==> src/rtl/seq_scan_ctrl.sv <==
// seq_scan_ctrl
// Serial word scanner. Accepts a W-bit word on a valid/ready handshake,
// shifts it out MSB first through an overlapping Mealy detector for the
// pattern 1010, and reports the per-word match count plus a saturating
// running total.
//
// Ports
//   clk        : sole clock, rising edge
//   reset      : asynchronous, active-high reset
//   in_valid   : requester offers a word
//   in_data    : W-bit word to scan, MSB first
//   clear_hist : taken with the word; 1 = start the detector from A
//   in_ready   : controller is idle and can take a word
//   x_out      : serial bit presented to the detector (0 outside SHIFT)
//   busy       : scan or report in progress
//   done       : one-cycle pulse, match_cnt valid
//   match_cnt  : 1010 matches found in the last scanned word
//   total_cnt  : saturating count of all matches since reset
module seq_scan_ctrl #(
    parameter int W  = 8,
    parameter int CW = 4
) (
    input  logic          clk,
    input  logic          reset,
    input  logic          in_valid,
    input  logic [W-1:0]  in_data,
    input  logic          clear_hist,
    output logic          in_ready,
    output logic          x_out,
    output logic          busy,
    output logic          done,
    output logic [CW-1:0] match_cnt,
    output logic [15:0]   total_cnt
);

    localparam int BW = $clog2(W);

    typedef enum logic [1:0] {IDLE, SHIFT, REPORT} state_t;
    typedef enum logic [1:0] {DET_A, DET_B, DET_C, DET_D} det_t;

    state_t          state_q, state_d;
    det_t            det_q, det_d;
    logic [W-1:0]    shift_q, shift_d;
    logic [BW-1:0]   bitcnt_q, bitcnt_d;
    logic [CW-1:0]   match_q, match_d;
    logic [15:0]     total_q, total_d;
    logic            xBit;
    logic            match;

    // State register; reset aborts any word in flight without a done pulse.
    always_ff @(posedge clk or posedge reset) begin
        if (reset) begin
            state_q  <= IDLE;
            det_q    <= DET_A;
            shift_q  <= '0;
            bitcnt_q <= '0;
            match_q  <= '0;
            total_q  <= '0;
        end else begin
            state_q  <= state_d;
            det_q    <= det_d;
            shift_q  <= shift_d;
            bitcnt_q <= bitcnt_d;
            match_q  <= match_d;
            total_q  <= total_d;
        end
    end

    // Serial bit and detector match are only meaningful while shifting.
    always_comb begin
        xBit  = (state_q == SHIFT) ? shift_q[W-1] : 1'b0;
        match = (state_q == SHIFT) && (det_q == DET_D) && !xBit;
    end

    // Next-state logic for controller, detector and counters.
    always_comb begin
        state_d  = state_q;
        det_d    = det_q;
        shift_d  = shift_q;
        bitcnt_d = bitcnt_q;
        match_d  = match_q;
        total_d  = total_q;

        unique case (state_q)
            IDLE: begin
                if (in_valid) begin
                    shift_d  = in_data;
                    bitcnt_d = BW'(W - 1);
                    match_d  = '0;
                    state_d  = SHIFT;
                    // Without clear_hist the detector keeps its state so a
                    // pattern straddling two words is credited to the later one.
                    if (clear_hist) begin
                        det_d = DET_A;
                    end
                end
            end
            SHIFT: begin
                unique case (det_q)
                    DET_A: det_d = xBit ? DET_B : DET_A;
                    DET_B: det_d = xBit ? DET_B : DET_C;
                    DET_C: det_d = xBit ? DET_D : DET_A;
                    DET_D: det_d = xBit ? DET_B : DET_C;
                endcase
                shift_d  = {shift_q[W-2:0], 1'b0};
                bitcnt_d = bitcnt_q - BW'(1);
                if (match) begin
                    match_d = match_q + CW'(1);
                    if (total_q != 16'hFFFF) begin
                        total_d = total_q + 16'd1;
                    end
                end
                if (bitcnt_q == '0) begin
                    state_d = REPORT;
                end
            end
            REPORT: begin
                state_d = IDLE;
            end
            default: begin
                state_d = IDLE;
            end
        endcase
    end

    // Output decode from the registered state.
    always_comb begin
        in_ready  = (state_q == IDLE);
        busy      = (state_q != IDLE);
        done      = (state_q == REPORT);
        x_out     = xBit;
        match_cnt = match_q;
        total_cnt = total_q;
    end

endmodule
==> config.mk <==
export PLATFORM = sky130hd
export DESIGN_NAME = seq_scan_ctrl
export DESIGN_NICKNAME = d
export VERILOG_FILES = /design/src/rtl/seq_scan_ctrl.sv
export SDC_FILE = /design/constraint.sdc
export NUM_CORES = 1
export LEC_CHECK = 0
export CAP_MARGIN = 20
export CORE_MARGIN = 4
export CORE_UTILIZATION = 54
export CTS_BUF_LIST = sky130_fd_sc_hd__clkbuf_16
export CTS_CLUSTER_SIZE = 12
export DETAILED_ROUTE_END_ITERATION = 10
export PLACE_DENSITY = 0.84
export SETUP_SLACK_MARGIN = 0.2
export SKIP_LAST_GASP = 1
export SYNTH_ARGS = -nofsm -noshare
export SYNTH_HDL_FRONTEND = slang
export SYNTH_SLANG_ARGS = --single-unit
==> constraint.sdc <==
create_clock -name clk -period 3.2 [get_ports clk]
set_input_delay 0.8 -clock clk [delete_from_list [all_inputs] [get_ports clk]]
set_output_delay 0.8 -clock clk [all_outputs]
set_load 0.02 [all_outputs]
* Yosys cells after proc, flatten, opt, wreduce, memory -nomap -nowiden *
Cells that the tools add are included.

word-level totals
  flip-flop bits (word level) = 35
  bits of input ports = 12
  output and inout port bits = 24
  word-level logic and storage cells = 51

operators by class
  add/sub/neg operators = 3
  equality and inequality tests = 10
  muxes and demuxes = 18
  reductions and logical operators = 14

operators by type and width
  operator                                                number
  adder 16 x 1 -> 16 bit (second input constant)          1
  inequality test 16 bit (second input constant)          1
  one-hot mux 8 bit (2 select lines)                      1
  2-to-1 mux 2 bit                                        6
  AND reduction 3 bit                                     3
  2-to-1 mux 4 bit                                        2
  2-to-1 mux 8 bit                                        1
  one-hot mux 2 bit (2 select lines)                      2
  one-hot mux 4 bit (2 select lines)                      1
  equality test 2 bit (second input constant)             3
  inequality test 2 bit (second input constant)           3
  one-hot mux 2 bit (3 select lines)                      1
  one-hot mux 3 bit (2 select lines)                      1
  adder 4 x 1 -> 4 bit (second input constant)            1
  equality test 2 x 1 -> 1 bit (second input constant)    2
  logical NOT 2 bit                                       2
  AND reduction 2 bit                                     2
  nonzero test 2 bit                                      2
  logical NOT 3 bit                                       1
  2-to-1 mux 3 bit                                        1
  subtractor 3 x 1 -> 3 bit (second input constant)       1
  logical AND 1 bit                                       2
  2-to-1 mux 1 bit                                        2
  inequality test 2 x 1 -> 1 bit (second input constant)  1
  2 further kinds                                         2

* Longest topological paths before layout *
  depth in word-level cells = 6
  depth in mapped cells = 5
  mapped depth without buffers = 5

* Worst setup path after synthesis *
No wires, ideal clock.

  path kind = register to output
  from = register state_q[1]
  to = output busy
  arrival = 0.968 ns
  data required time = 2.400 ns
  slack = 1.432 ns
  cell stages (with the launch flop) = 3
  path buffers = 0
  path through = dfrtp_1 nor2_1 inv_1

between the ends
  word-level cells in the longest chain between the ends = 1

ends and longest elaborated chain
  item                    RTL line  RTL
  from (decl)             41        state_t state_q, state_d;
  from (signal assigned)  60        state_q <= state_d;
  nonzero test 2 bit      129       busy = (state_q != IDLE);
  to (decl)               30        output logic busy,

Every way passes these cells.

* Final worst setup path *
  from = register state_q[0]
  to = output x_out

between the ends
  word-level cells in the longest chain between the ends = 2

ends and longest elaborated chain
  item                          RTL line  RTL
  equality test 2 x 1 -> 1 bit  71        xBit = (state_q == SHIFT) ? shift_q[W-1] : 1'b0;
  2-to-1 mux 1 bit              71
  to (decl)                     29        output logic x_out,

Every way passes these cells.

==> summary.txt <==
Finish
  • Utilization after layout: 0.743
  • Fill count: 215
  • Seq. cell area: about 900 um2
  • Final nets: 229
  • Ant diodes: 0
  • Area Growth Syn to Fin: 30.8%
  • Multi-input gate area: 820 um2
  • Layout cells sized above 1: 0.103

Worst setup path
  • Reg2reg start: state_q[1]
  • Crit path arrival time: 1860 ps
  • Crit. End Element: primary output
  • CP max stage cell: clkdlybuf4s50_1
  • WS Path Type: reg2out
  • Crit start category: register
  • Crit Path Max Fanout: 6
  • Crit path largest cell delay: 600 ps
  • R2R Setup Slk: 1460 ps
  • CP required: 2400 ps
  • Register-to-Register Path Depth: 4
  • Worst-path cell chain: nor2b_1 -> nand2_1 -> inv_1 -> clkdlybuf4s50_1
  • RR Endpoint: total_cnt[14]

Timing
  • Fin. max-slew vios: 0
  • Final Hold Vio Count: 0
  • Post-route minimum period: 2660 ps
  • Final Cycle Share: 0.832
  • Slew Limit Headroom: 0.583
  • Clock skew: 3.96 ps
  • Setup Viol. Count Final: 0
  • Actual slew at the worst max-slew pin: 626 ps
  • Setup TNS: 0 ps
  • F_max: around 380 MHz
  • RSZ-0062 raised after global routing: false

Power and ir drop
  • Power share of the clock group: 0.267
  • Peak supply drop: 0.593 mV
  • Lkg Pwr: about 1.1 nW
  • Sw frac: 0.351
  • Sw Pwr: 0.000592 W
  • Flop pwr share: 0.395
  • Gate power share: 0.339
  • Pwr Density: 738 nW/um2
  • Int Power: around 0.0011 W

Yosys
  • Ys Warns: 0
  • EDFF count, synth: 0
  • FFs w/ async S/R, synth: 1.00
  • Netlist Area Pre-Place: ~1700 um2
  • Library cells used by synthesis: 39
  • Synth Register Bits: 35
  • Primary FF master, synth: dfrtp_1
  • Mapped Nets: 190
  • Mean area per synthesized cell: 10.1 um2
  • Cells after Synth: 174
  • Post-synthesis sequential area ratio: 0.501

Die
  • CORE AREA: just over 3000 um2
  • Die height: 64.9 um
  • Die Wd: 64.9 um
  • IO Pins: 36
  • FP Rows: 20
  • Initial core utilization: 0.568
  • Die area: 4210 um2

Drt
  • Drt drc: 0
  • Per-cell routed wire length: 14.5 um
  • DRT iter0 DRCs: 78
  • Vias/cell: 5.43
  • WL final: 3740 um
  • Vias: 1401
  • Drt pass-1 iters: 5
  • Post-route ant nets: 0

Global route
  • Initial antenna violation count: 0
  • Total congestion overflow: 0
  • First-pass GRT wire length: 6560 um
  • Vias in the first global route: approximately 1400
  • GRT Overall Usage: 0.204
  • Largest net degree at the start of global routing: 36

Hold path
  • Worst hold path type: reg2reg
  • Startpoint of the worst hold path: bitcnt_q[1]
  • Hold Path Cell Cnt: 2
  • Hold Crit Endpoint: bitcnt_q[1]

Clocking
  • # resized after CTS: 0
  • Max Buffers Root-to-Sink: 2
  • Clk sink count: 35
  • Worst-path clk slew: approximately 50 ps
  • CTS buffer count: 5
  • Clock Latency Late Sink: 280 ps
  • Root Buffer: clkbuf_16
  • Hold_buf cts: 0
  • TritonCTS clock tree: built
  • Post-CTS Setup Bufs: 0
  • Htree depth: 2

Place
  • RePlAce Congestion: approximately 0.82
  • Number of port buffers: 35
  • DPL Wire Length: 2680 um

Job
  • Max-cap check violation count: 0

Status
  • Outcome: finished clean
[power groups by stage]
stage	logic [W]	registers, W	clock network [W]
floorplan	0.000367	0.000673	0
global placement	0.000547	0.000661	0
detailed placement	0.000571	0.000669	0
CTS	0.000577	0.000666	0.000457
global route	0.000641	0.000685	0.000484
finish	0.000571	0.000666	0.000450
[through the flow]
| stage | hold slack, ps | instance area [um2] | power (W) | cells | setup slack, ps |
|---|---|---|---|---|---|
| 5_1_grt | 540 | 2290 | 0.00181 | 258 | 405 |
| 6_report | 516 | 2290 | 0.00169 | 258 | 537 |
| 3_5_place_dp | 508 | 2150 | 0.00124 | 250 | 830 |
| 2_1_floorplan | 479 | 1750 | 0.00104 | 174 | 1430 |
| 4_1_cts | 514 | 2290 | 0.00170 | 258 | 529 |
| 3_3_place_gp | 492 | 2150 | 0.00121 | 250 | 906 |
[synthesized netlist by cell type, drive strengths merged (4+ instances only)]
cell,count,area share
nor3,5,0.014
nand2,31,0.071
nor2,14,0.031
inv,9,0.019
nand4,5,0.021
clkbuf,4,0.0086
dfrtp,35,0.50
o21ai,7,0.020
a31oi,7,0.025
xnor2,5,0.025
nand3,8,0.030
ha,4,0.029
xor2,9,0.045
[area by class of cell]
cell class                 count  area share
sequential                    35       0.383
multi-input combinational    125       0.358
timing repair buffer          37       0.160
clock buffer                   5      0.0547
tap                           44      0.0241
inverter                       9      0.0148
clock inverter                 3     0.00547
[cells by family after synthesis]
logic type                 synth area share
DFF                                   0.501
adders and majority gates            0.0286
and+or+nand+nor                       0.261
xor gates and xnor gates             0.0701
buffers and inverters                0.0308
muxes                                0.0215
AOI/OAI and AO/OA                    0.0873
[worst max-delay path, delay by kind of cell, from the launching register on]
family | cells | cell delay [ps]
buf+inv | 2 | 670
flops | 1 | 420
simple gates | 2 | 490
[state kept, by name, summed over array words and instances, names as in the netlist]
register	cells
bitcnt_q	3
state_q	2
det_q	2
shift_q	8
match_cnt	4
total_cnt	16
[how the worst max path moves through the flow]
stage | startpoint | to | slack, ps | depth (start not counted)
after floorplan | state_q[1] | busy | 1430 | 2
after global placement | state_q[0] | x_out | 910 | 4
after detailed placement | state_q[0] | x_out | 830 | 4
after CTS | state_q[0] | x_out | 530 | 4
after global routing | state_q[0] | x_out | 410 | 4
final | state_q[0] | x_out | 540 | 4
[placed cells by master, fill, tap and decap left out, drive strengths merged, types with 3 or more instances in the layout]
cell type	n
and4	3
clkbuf	5
nor2	14
xnor2	5
a31oi	7
nand2	31
nand4	5
inv	11
mux2	3
xor2	9
nand3	8
nor3	5
clkdlybuf4s50	35
o21ai	7
ha	4
dfrtp	35
nor4	3
and3	3
[per-layer routing]
metal	track usage	share of wire	up-vias
met3	0.0641	0.060	8
met4	0.0818	0.023	0
met2	0.335	0.49	47
met5	0	0	-
li1	-	-	685
met1	0.247	0.42	661
Power figures use the tool's default switching activity.
